==> config.mk <==
export PLATFORM = sky130hd
export DESIGN_NAME = truth_table_scanner
export DESIGN_NICKNAME = d
export VERILOG_FILES = /design/src/rtl/truth_table_scanner_pkg.sv /design/src/rtl/truth_table_scanner_settle.sv /design/src/rtl/truth_table_scanner.sv
export SDC_FILE = /design/constraint.sdc
export NUM_CORES = 1
export LEC_CHECK = 0
export BUFFER_PORTS_ARGS = -buffer_cell sky130_fd_sc_hd__buf_2
export CAP_MARGIN = 20
export CORE_AREA = 10 10 77 79
export CTS_CLUSTER_SIZE = 30
export DETAILED_ROUTE_END_ITERATION = 7
export DIE_AREA = 0 0 87 89
export PLACE_DENSITY = 0.83
export SLEW_MARGIN = 10
export SYNTH_ARGS = -nofsm -noshare
export SYNTH_HDL_FRONTEND = slang
export SYNTH_SLANG_ARGS = --single-unit
==> constraint.sdc <==
create_clock -name clk -period 2.49 [get_ports clk]
set_input_delay 0.3735 -clock clk [delete_from_list [all_inputs] [get_ports clk]]
set_output_delay 0.3735 -clock clk [all_outputs]
set_load 0.05 [all_outputs]
==> src/rtl/truth_table_scanner_pkg.sv <==
// -----------------------------------------------------------------------------
// truth_table_scanner_pkg
// Shared types and constants for the truth-table scanner.
//   SETTLE_W      : width of the settle down-counter (covers 0..255)
//   MAX_INPUTS    : largest supported input count of the characterized block
//   scan_state_t  : scanner FSM states
//   table_width() : number of truth-table bits for a given input count
// -----------------------------------------------------------------------------
package truth_table_scanner_pkg;

  localparam int SETTLE_W   = 8;
  localparam int MAX_INPUTS = 8;

  typedef enum logic [1:0] {
    S_IDLE = 2'd0,
    S_HOLD = 2'd1,
    S_DONE = 2'd2
  } scan_state_t;

  function automatic int table_width(input int n_inputs);
    return 1 << n_inputs;
  endfunction

endpackage

==> src/rtl/truth_table_scanner_settle.sv <==
// -----------------------------------------------------------------------------
// scan_settle_counter
// Loadable down-counter used to hold each input combination for a programmable
// number of extra cycles. Stops at zero; a load has priority over a decrement.
// Ports:
//   clk        : clock
//   rst_n      : asynchronous active-low reset (count clears to 0)
//   i_load     : load i_load_val on the next edge
//   i_load_val : value to load
//   i_dec      : decrement enable (ignored once the count is zero)
//   o_zero     : count is zero
// -----------------------------------------------------------------------------
module scan_settle_counter
  import truth_table_scanner_pkg::*;
#(
  parameter int WIDTH = SETTLE_W
) (
  input  logic             clk,
  input  logic             rst_n,
  input  logic             i_load,
  input  logic [WIDTH-1:0] i_load_val,
  input  logic             i_dec,
  output logic             o_zero
);

  logic [WIDTH-1:0] r_count;
  logic             w_zero;

  assign w_zero = (r_count == '0);
  assign o_zero = w_zero;

  always_ff @(posedge clk or negedge rst_n) begin
    if (!rst_n) begin
      r_count <= '0;
    end else if (i_load) begin
      r_count <= i_load_val;
    end else if (i_dec && !w_zero) begin
      r_count <= r_count - 1'b1;
    end
  end

endmodule

==> src/rtl/truth_table_scanner.sv <==
// -----------------------------------------------------------------------------
// truth_table_scanner
// Recovers the truth table of an N_INPUTS-input, single-output combinational
// block. Sweeps all input combinations in ascending order on `drive`, holds
// each for SETTLE_CYCLES+1 cycles, captures `sample` in the last held cycle
// and packs the results into `truth_table`. On completion the table is
// compared against `expected`.
//
// state  | meaning
// -------+------------------------------------------------------------------
// S_IDLE | no scan; drive = 0, waiting for start
// S_HOLD | driving combination `index`, counting settle cycles, then capture
// S_DONE | one-cycle completion; done = 1, table_valid/match registered here
//
// Ports:
//   clk          : clock, rising edge
//   rst_n        : asynchronous active-low reset
//   start        : one-cycle scan request (ignored while busy)
//   abort        : cancel a scan in progress (wins over start in IDLE)
//   drive        : stimulus; MSB drives inp1, LSB drives inpN
//   sample       : output of the characterized block
//   expected     : reference truth table, sampled in the DONE cycle
//   busy         : scan in progress
//   done         : one-cycle completion pulse
//   table_valid  : truth_table holds a complete result
//   truth_table  : bit i = sample captured while drive == i
//   match        : truth_table == expected (meaningful with table_valid)
// -----------------------------------------------------------------------------
module truth_table_scanner
  import truth_table_scanner_pkg::*;
#(
  parameter int N_INPUTS      = 4,
  parameter int SETTLE_CYCLES = 2
) (
  input  logic                       clk,
  input  logic                       rst_n,
  input  logic                       start,
  input  logic                       abort,
  output logic [N_INPUTS-1:0]        drive,
  input  logic                       sample,
  input  logic [(1<<N_INPUTS)-1:0]   expected,
  output logic                       busy,
  output logic                       done,
  output logic                       table_valid,
  output logic [(1<<N_INPUTS)-1:0]   truth_table,
  output logic                       match
);

  localparam int TW    = table_width(N_INPUTS);
  localparam int IDX_W = N_INPUTS + 1;

  // One extra index bit keeps the terminal compare free of wrap-around.
  localparam logic [IDX_W-1:0]    IDX_LAST    = IDX_W'(TW - 1);
  localparam logic [IDX_W-1:0]    IDX_ONE     = IDX_W'(1);
  localparam logic [SETTLE_W-1:0] SETTLE_LOAD = SETTLE_W'(SETTLE_CYCLES);

  scan_state_t          r_state;
  logic [IDX_W-1:0]     r_index;
  logic [N_INPUTS-1:0]  r_drive;
  logic [TW-1:0]        r_table;
  logic                 r_busy;
  logic                 r_done;
  logic                 r_valid;
  logic                 r_match;

  logic                 w_start_ok;
  logic                 w_settle_zero;
  logic                 w_settle_load;
  logic                 w_settle_dec;
  logic [IDX_W-1:0]     w_index_next;

  assign w_start_ok   = (r_state == S_IDLE) && start && !abort;
  assign w_index_next = r_index + IDX_ONE;

  // Reload on scan start and on every capture edge in HOLD; reloading after
  // the final capture is harmless because the counter is idle outside HOLD.
  assign w_settle_load = w_start_ok || ((r_state == S_HOLD) && w_settle_zero);
  assign w_settle_dec  = (r_state == S_HOLD);

  scan_settle_counter #(
    .WIDTH (SETTLE_W)
  ) u_settle (
    .clk        (clk),
    .rst_n      (rst_n),
    .i_load     (w_settle_load),
    .i_load_val (SETTLE_LOAD),
    .i_dec      (w_settle_dec),
    .o_zero     (w_settle_zero)
  );

  always_ff @(posedge clk or negedge rst_n) begin
    if (!rst_n) begin
      r_state <= S_IDLE;
      r_index <= '0;
      r_drive <= '0;
      r_table <= '0;
      r_busy  <= 1'b0;
      r_done  <= 1'b0;
      r_valid <= 1'b0;
      r_match <= 1'b0;
    end else begin
      r_done <= 1'b0;
      case (r_state)
        S_IDLE: begin
          if (w_start_ok) begin
            r_state <= S_HOLD;
            r_index <= '0;
            r_drive <= '0;
            r_table <= '0;
            r_busy  <= 1'b1;
            r_valid <= 1'b0;
            r_match <= 1'b0;
          end
        end

        S_HOLD: begin
          if (abort) begin
            // Partial table is kept for debug but stays invalid.
            r_state <= S_IDLE;
            r_busy  <= 1'b0;
            r_drive <= '0;
            r_index <= '0;
          end else if (w_settle_zero) begin
            r_table[r_index[N_INPUTS-1:0]] <= sample;
            if (r_index == IDX_LAST) begin
              r_state <= S_DONE;
              r_done  <= 1'b1;
              r_drive <= '0;
            end else begin
              r_index <= w_index_next;
              r_drive <= w_index_next[N_INPUTS-1:0];
            end
          end
        end

        S_DONE: begin
          r_state <= S_IDLE;
          r_busy  <= 1'b0;
          r_index <= '0;
          r_valid <= 1'b1;
          r_match <= (r_table == expected);
        end

        default: begin
          r_state <= S_IDLE;
          r_busy  <= 1'b0;
        end
      endcase
    end
  end

  assign drive       = r_drive;
  assign busy        = r_busy;
  assign done        = r_done;
  assign table_valid = r_valid;
  assign truth_table = r_table;
  assign match       = r_match;

endmodule

==> results.yml, run 1 <==
detailed_routing:
  vias: 1953
  viasPerCell: 5.99
  firstDrtPassIters: 4
  wl_per_cell_um: 17.7
  initialDrtViolationCount: 143
  drcViolationCount: 0
  drt_wl_total_um: 5770
  ant_nets: 0
synthesis:
  synth_compound_area_frac: 0.261
  synth_top_cell_by_area: "dfrtp_1"
  synth_top_family_by_area: "compound AO/OA/AOI/OAI gates"
  synthAdderAreaFrac: 0.0374
  synth_top_area_frac: 0.417
  synth_seq_cells: 39
  synth-simple-area-share: 0.147
  synth.area.mux_share: 0.0160
  ys_top_cells_by_area: "dfrtp_1 (42%), xor2_1 (7.1%), o41ai_2 (5.6%)"
  synthFlopType: "dfrtp_1"
  synth_cells: 229
  synth-xor-area-share: 0.0749
  syn_avg_cell_area_um2: 10.2
  synth_async_sr_flop_share: 1.00
  synth_edf_count: 0
  syn-num-nets: 257
  ys_types: 51
  synth_warnings: 0
  synth.cell_area_um2: 2340
  synth_seq_area_share: 0.417
sta:
  final_hold_viol_count: 0
  slew_viol_final: 0
  period_share: 0.916
  whs_ps: 204
  finClkSkew_ps: 4.98
  max_slew.worst_pin.slew_ps: 942
  fin_ws_ps: 210
  finalSetupTns_ps: 0
  max_freq_mhz: 439
  period_minus_slack_ps: 2280
  setup-violations-final: 0
  relSlewSlack: 0.370
  rsz0062_at_grt: "false"
cells_and_area:
  drive_gt1_frac: 0.283
  finalNetCount: 301
  diodes: 0
  syn2layout_area_growth_pct: 14.3
  fillers: 390
  finalInstanceArea_um2: 2670
  layout.cells.non_filler: 326
clock_tree:
  hold_buffers: 0
  htreeDepth: 2
  path_clk_slew_ps: 70
  ctsLongestPathBuffers: 2
  post_cts_buffers: 0
  cts_tree: "built"
  insertion_delay_ps: 290
  root_buffer: "clkbuf_8"
  numCtsBuffers: 5
  cts_resized: 0
  clock-sinks: 39
setup_path:
  arrival_ps: 2450
  path_max_fanout: 8
  critPathLaunchType: "flip-flop"
  cp.required_ps: 2660
  end_kind: "flip-flop"
  critPathKind: "flip-flop to flip-flop"
power_and_ir_drop:
  p_leak_nw: 1.27
  ir_drop_v: 0.000317
  powerDensity_nw_per_um2: 617
global_route:
  antenna_found_initial: 0
  grt_max_degree: 40
  grt_pass1_wl_um: 9750
  grt_usage: 0.155
  gr-total-overflow: 0
  grt_pass1_vias: 1952
die:
  initial_utilization: 0.516
  core-area_um2: 4540
  die_h_um: 89
  ios: 45
  rows: 25
  dieArea_um2: 7740
  dieWidth_um: 87
outcome:
  status: "finished clean"
place:
  gp_congestion: 0.919
  dpl_worst_slack_ps: 257
  post_dp_cell_area_um2: 2600
  dp_cells: 320
  dp_hpwl_um: 4360
  port_buffers: 44
hold_path:
  min_path_type: "primary input to asynchronous set/reset pin"
flow_run:
  max_cap_viol_count: 0
[final cells by class]
| class | count | area (um2) | share of cell area |
|---|---|---|---|
| multi-input combinational | 168 | 1250 | 0.469 |
| sequential | 39 | 976 | 0.365 |
| timing repair buffer | 51 | 273 | 0.102 |
| clock buffer | 6 | 72.6 | 0.0271 |
| tap | 54 | 67.6 | 0.0253 |
| inverter | 8 | 30.0 | 0.0112 |
[per-layer routing]
layer	global-route usage	vias to the layer above	wire length, um
met5	0	-	0
met4	0.0457	0	62
met3	0.0474	6	474
met2	0.250	70	2790
met1	0.196	932	2440
li1	-	945	-
[report_power, final]
part / internal (W) / total, W / switching (W)
logic: 0.000200 / 0.000486 / 0.000286
clock network: 0.000186 / 0.000385 / 0.000199
registers: 0.000695 / 0.000780 / 0.0000850
total: 0.00108 / 0.00165 / 0.000569
[critical path, cell delays in order, from the launching register on]
cell and delay [ps]:
dfrtp_1 430, ha_1 320, and3_1 250, ha_1 240, inv_1 110, a31oi_1 120
or3_4 390, mux2_4 310
[cells in the final DEF (no fill, tap or decap), types with 2 or more instances in the layout]
master and n:
dfrtp_1 39, a21oi_1 16, a21o_1 2, xor2_1 19
a32o_1 2, nand2b_1 5, o31ai_1 4, nor2b_1 3
nor2_1 11, o21ai_0 7, buf_4 7, nand2_1 8
mux2_2 2, a31oi_1 7, ha_1 7, inv_1 8
a22o_1 3, o21ai_1 13, o41ai_2 8, o41ai_1 8
nand3_1 8, nor4_1 3, o2bb2ai_1 2, nor3_1 4
o211ai_1 2, buf_2 44, clkbuf_8 5, nand4_1 2
o21bai_1 2
[Yosys cell counts (all sizes together), types with 5 or more instances]
master / n
a21oi: 16
a31oi: 8
buf: 10
dfrtp: 39
ha: 7
inv: 8
nand2: 8
nand2b: 5
nand3: 9
nor2: 11
nor3: 5
o21ai: 21
o41ai: 16
xor2: 19
[final timing paths]
path / startpoint / end / slack [ps] / depth (start not counted)
min in group clk: sample / truth_table[15] / 390 / 3
min reg2reg: drive[3] / drive[3] / 500 / 1
min: rst_n / u_settle.r_count[4] / 200 / 1
max: r_index[0] / r_index[4] / 210 / 7
max in group asynchronous: rst_n / r_index[4] / 1740 / 1
max reg2reg: r_index[0] / r_index[4] / 210 / 7
[logic make-up after synthesis]
group | Yosys count
XOR/XNOR | 20
flip-flops | 39
adder cells (fa/ha/maj) | 7
AO/OA/AOI/OAI | 81
multiplexers | 3
AND/OR/NAND/NOR | 57
buffers and inverters | 22
[stage by stage]
step / total power (W) / util
2_1_floorplan: 0.00115 / -
3_3_place_gp: 0.00126 / 0.574
3_5_place_dp: 0.00127 / 0.574
4_1_cts: 0.00166 / 0.590
5_1_grt: 0.00175 / 0.590
6_report: 0.00165 / 0.590
[state kept, by name (all words and copies together) (netlist names)]
register,flops
busy,1
done,1
drive,4
match,1
r_index,5
r_state,2
table_valid,1
truth_table,16
u_settle.r_count,8
(Power assumes the default switching activity.)
==> inputs of run 2 (changes only) <==
BUFFER_PORTS_ARGS = not set   (was -buffer_cell sky130_fd_sc_hd__buf_2)
CORE_AREA = 10 10 74 76   (was 10 10 77 79)
CTS_CLUSTER_SIZE = 8   (was 30)
DIE_AREA = 0 0 84 86   (was 0 0 87 89)
DONT_BUFFER_PORTS = 1   (was not set)
PLACE_DENSITY = 0.8   (was 0.83)
clock period = 2.35 ns   (was 2.49 ns; I/O delays follow)
==> results.yml, run 2 (same netlist as run 1, synthesis figures left out) <==
setup_path:
  path_cells: "nor4_4, a31oi_2, o41ai_1, o21ai_0"
  cp.required_ps: 2520
  critPathLaunchType: "flip-flop"
  end_kind: "flip-flop"
  critPathKind: "flip-flop to flip-flop"
  arrival_ps: 2350
  slowest_delay_ps: 510
  critPathSlowestCell: "nor4_4"
  path_max_fanout: 16
detailed_routing:
  initialDrtViolationCount: 234
  vias: 1892
  drcViolationCount: 0
  ant_nets: 0
  wl_per_cell_um: 20.9
  firstDrtPassIters: 4
  drt_wl_total_um: 6020
  viasPerCell: 6.57
cells_and_area:
  multiInputGateArea_um2: 1250
  regArea_um2: 976
  syn2layout_area_growth_pct: 8.24
  final_common_cell: "dfrtp_1"
  fin_util: 0.638
  mostFrequentLayoutCells: "dfrtp_1 (39), xor2_1 (19), a21oi_1 (16), o21ai_1 (13), buf_4 (13)"
  finalNetCount: 265
  largest_reg_flops: 16
  fillers: 307
  diodes: 0
  drive_gt1_frac: 0.172
sta:
  finalSetupTns_ps: 0
  finClkSkew_ps: 11.7
  setup-violations-final: 0
  final_hold_viol_count: 0
  period_share: 0.928
  max_freq_mhz: 458
  max_slew.worst_pin.slew_ps: 1060
  slew_viol_final: 0
  period_minus_slack_ps: 2180
  relSlewSlack: 0.289
  rsz0062_at_grt: "false"
  whs_ps: 176
flow_run:
  max_cap_viol_count: 0
power_and_ir_drop:
  p_leak_nw: 1.11
  p_clk_frac: 0.251
  ir_drop_v: 0.000386
  seqPwrFrac: 0.478
  p_int_w: 0.00114
  switching_share: 0.357
  powerDensity_nw_per_um2: 703
  p_switching_w: 0.000636
  power_frac_comb: 0.271
clock_tree:
  cts_resized: 0
  root_buffer: "clkbuf_8"
  htreeDepth: 2
  insertion_delay_ps: 300
  ctsLongestPathBuffers: 2
  numCtsBuffers: 5
  path_clk_slew_ps: 80
  clock-sinks: 39
  cts_tree: "built"
hold_path:
  min_path_type: "primary input to flip-flop"
global_route:
  grt_pass1_wl_um: 9720
  grt_usage: 0.164
  grt_pass1_vias: 1824
  gr-total-overflow: 0
  grt_max_degree: 40
  antenna_found_initial: 0
die:
  rows: 23
  die_h_um: 86
  ios: 45
  initial_utilization: 0.589
  dieArea_um2: 7220
  dieWidth_um: 84
  core-area_um2: 3970
place:
  gp_congestion: 0.875
  dp_hpwl_um: 4370
  port_buffers: 0
outcome:
  status: "finished clean"
[run 2: changes by cell type in the layout (fill, tap and decap cells not counted), sizes merged]
cell,delta
dlygate4sd3,+1
clkbuf,+1
buf,-37
clkinv,+1
[run 2: layout make-up]
type                    instances  area share
well taps                      50      0.0247
flip-flops and latches         39       0.385
clock inverters                 1     0.00198
inverters                       8      0.0119
multi-input cells             168       0.496
clock buffers                   7      0.0301
repair buffers                 15      0.0504
[run 2: layer usage]
| metal | vias to the layer above | share of wire | GRT usage |
|---|---|---|---|
| li1 | 877 | - | - |
| met1 | 921 | 0.41 | 0.202 |
| met2 | 88 | 0.48 | 0.261 |
| met3 | 6 | 0.10 | 0.0624 |
| met4 | 0 | 0.011 | 0.0472 |
| met5 | - | 0 | 0 |
[run 2: metrics by stage]
stage                     total power [W]  cell area (um2)  worst slack, ps  cells
after floorplan                   0.00122             2340              197    229
after global placement            0.00130             2420              289    278
after detailed placement          0.00132             2420              226    278
after CTS                         0.00177             2530              192    288
after global routing              0.00188             2530             49.8    288
final                             0.00178             2530              168    288
[run 2: timing repair]
| action | CTS | global route |
|---|---|---|
| setup buffers | 0 | 0 |
| hold buffers | 2 | 0 |
| hold endpoints to repair | 39 | 0 |
[run 2: power groups by stage]
| stage | Sequential [W] | Clock, W | Combinational [W] |
|---|---|---|---|
| 6_report | 0.000852 | 0.000446 | 0.000482 |
| 5_1_grt | 0.000861 | 0.000480 | 0.000536 |
| 4_1_cts | 0.000851 | 0.000450 | 0.000474 |
| 3_5_place_dp | 0.000864 | 0 | 0.000452 |
| 3_3_place_gp | 0.000862 | 0 | 0.000434 |
| 2_1_floorplan | 0.000844 | 0 | 0.000380 |
[run 2: path summary, 6_finish.rpt]
kind	from	to	slack, ps	cells past startpoint
worst max-delay path	u_settle.r_count[2]	truth_table[12]	170	4
worst min-delay path	sample	truth_table[15]	180	2
worst max register to register	u_settle.r_count[2]	truth_table[12]	170	4
worst min register to register	r_index[4]	r_index[4]	530	1
max in group asynchronous	rst_n	drive[3]	1630	2
min in group asynchronous	rst_n	match	520	2
[run 2: worst max-delay path, delay by kind of cell (launching register included)]
kind / cells / cell delay [ps]
compound gates: 3 / 1070
flops: 1 / 460
simple gates: 1 / 510
==> inputs of run 3 (changes only) <==
RECOVER_POWER = 25   (was not set)
==> results.yml, run 3 (same netlist as run 1, synthesis figures left out) <==
outcome:
  status: "finished clean"
cells_and_area:
  final_common_cell: "dfrtp_1"
  syn2layout_area_growth_pct: 7.59
  diodes: 0
  drive_gt1_frac: 0.172
  finalNetCount: 265
  finalInstanceArea_um2: 2520
  largest_reg_flops: 16
  mostFrequentLayoutCells: "dfrtp_1 (39), xor2_1 (19), a21oi_1 (16), o21ai_1 (13), buf_4 (13)"
die:
  die_h_um: 86
  dieArea_um2: 7220
  initial_utilization: 0.589
  core-area_um2: 3970
  ios: 45
  rows: 23
  dieWidth_um: 84
flow_run:
  max_cap_viol_count: 0
sta:
  finalSetupTns_ps: 0
  max_freq_mhz: 459
  setup-violations-final: 0
  finClkSkew_ps: 11.0
  period_minus_slack_ps: 2180
  slew_viol_final: 0
  relSlewSlack: 0.291
  period_share: 0.928
  final_hold_viol_count: 0
  max_slew.worst_pin.slew_ps: 1060
  rsz0062_at_grt: "false"
clock_tree:
  cts_tree: "built"
  numCtsBuffers: 5
  hold_buffers: 2
  post_cts_buffers: 0
  ctsLongestPathBuffers: 2
  path_clk_slew_ps: 80
  root_buffer: "clkbuf_8"
  cts_resized: 0
  htreeDepth: 2
  clock-sinks: 39
  insertion_delay_ps: 300
place:
  dp_hpwl_um: 4370
  port_buffers: 0
  post_dp_cell_area_um2: 2420
  gp_congestion: 0.875
detailed_routing:
  initialDrtViolationCount: 233
  ant_nets: 0
  wl_per_cell_um: 21.0
  drt_wl_total_um: 6050
  viasPerCell: 6.57
  firstDrtPassIters: 4
  vias: 1891
  drcViolationCount: 0
setup_path:
  path_cells: "nor4_4, a31oi_2, o41ai_1, o21ai_0"
  r2r_slack_ps: 170
  end_kind: "flip-flop"
  critPathKind: "flip-flop to flip-flop"
  slowest_delay_ps: 510
  rr_worst_depth: 4
  r2r-end: "truth_table[12]"
  cp.required_ps: 2520
  critPathLaunchType: "flip-flop"
  critPathSlowestCell: "nor4_4"
  r2r-start: "u_settle.r_count[2]"
  arrival_ps: 2350
  path_max_fanout: 16
power_and_ir_drop:
  ir_drop_v: 0.000385
  powerDensity_nw_per_um2: 706
  p_leak_nw: 1.10
global_route:
  grt_pass1_vias: 1824
  grt_max_degree: 40
  antenna_found_initial: 0
  gr-total-overflow: 0
  grt_pass1_wl_um: 9720
  grt_usage: 0.164
hold_path:
  worstHoldEndpoint: "truth_table[15]"
  hp-start: "sample"
  min_path_type: "primary input to flip-flop"
  min_path_cells: 2
## run 3: final cells by class
class | count | area [um2]
Timing Repair Buffer | 15 | 113
Tap cell | 50 | 62.6
Fill cell | 309 | 1450
Clock inverter | 1 | 5.00
Multi-Input combinational cell | 168 | 1250
Sequential cell | 39 | 976
Inverter | 8 | 30.0
Clock buffer | 7 | 76.3
## run 3: metal layers
metal  GRT usage  wire length, um  up-vias
met1       0.202             2510      924
met3      0.0624              566        4
met5           0                0        -
met2       0.261             2920       86
met4      0.0472               54        0
li1            -                -      877
## run 3: critical path: cells and delay by family (launching register included)
kind | cells | cell delay, ps
and+or+nand+nor | 1 | 510
DFF | 1 | 460
AOI/OAI and AO/OA | 3 | 1070
## run 3: through the flow
stage	hold slack (ps)	power, W	instances	setup slack [ps]	utilization
detailed placement	57.9	0.00132	278	226	0.610
floorplan	56.9	0.00122	229	197	-
CTS	178	0.00177	288	192	0.638
global placement	58.0	0.00130	278	289	0.610
global route	187	0.00187	288	49.8	0.634
finish	177	0.00178	288	170	0.634
## run 3: worst max-delay path by stage
stage	from	end	slack, ps	cells past startpoint
after floorplan	r_index[0]	r_index[4]	200	8
after global placement	r_index[0]	r_index[4]	290	7
after detailed placement	r_index[0]	r_index[4]	230	7
after CTS	r_index[0]	r_index[4]	190	7
after global routing	u_settle.r_count[2]	truth_table[11]	50	4
final	u_settle.r_count[2]	truth_table[12]	170	4
## run 3: where the power goes
part           total (W)  switching, W  internal, W
Clock           0.000445      0.000236     0.000208
Combinational   0.000480      0.000281     0.000198
Sequential      0.000853      0.000118     0.000735
Total            0.00178      0.000635      0.00114
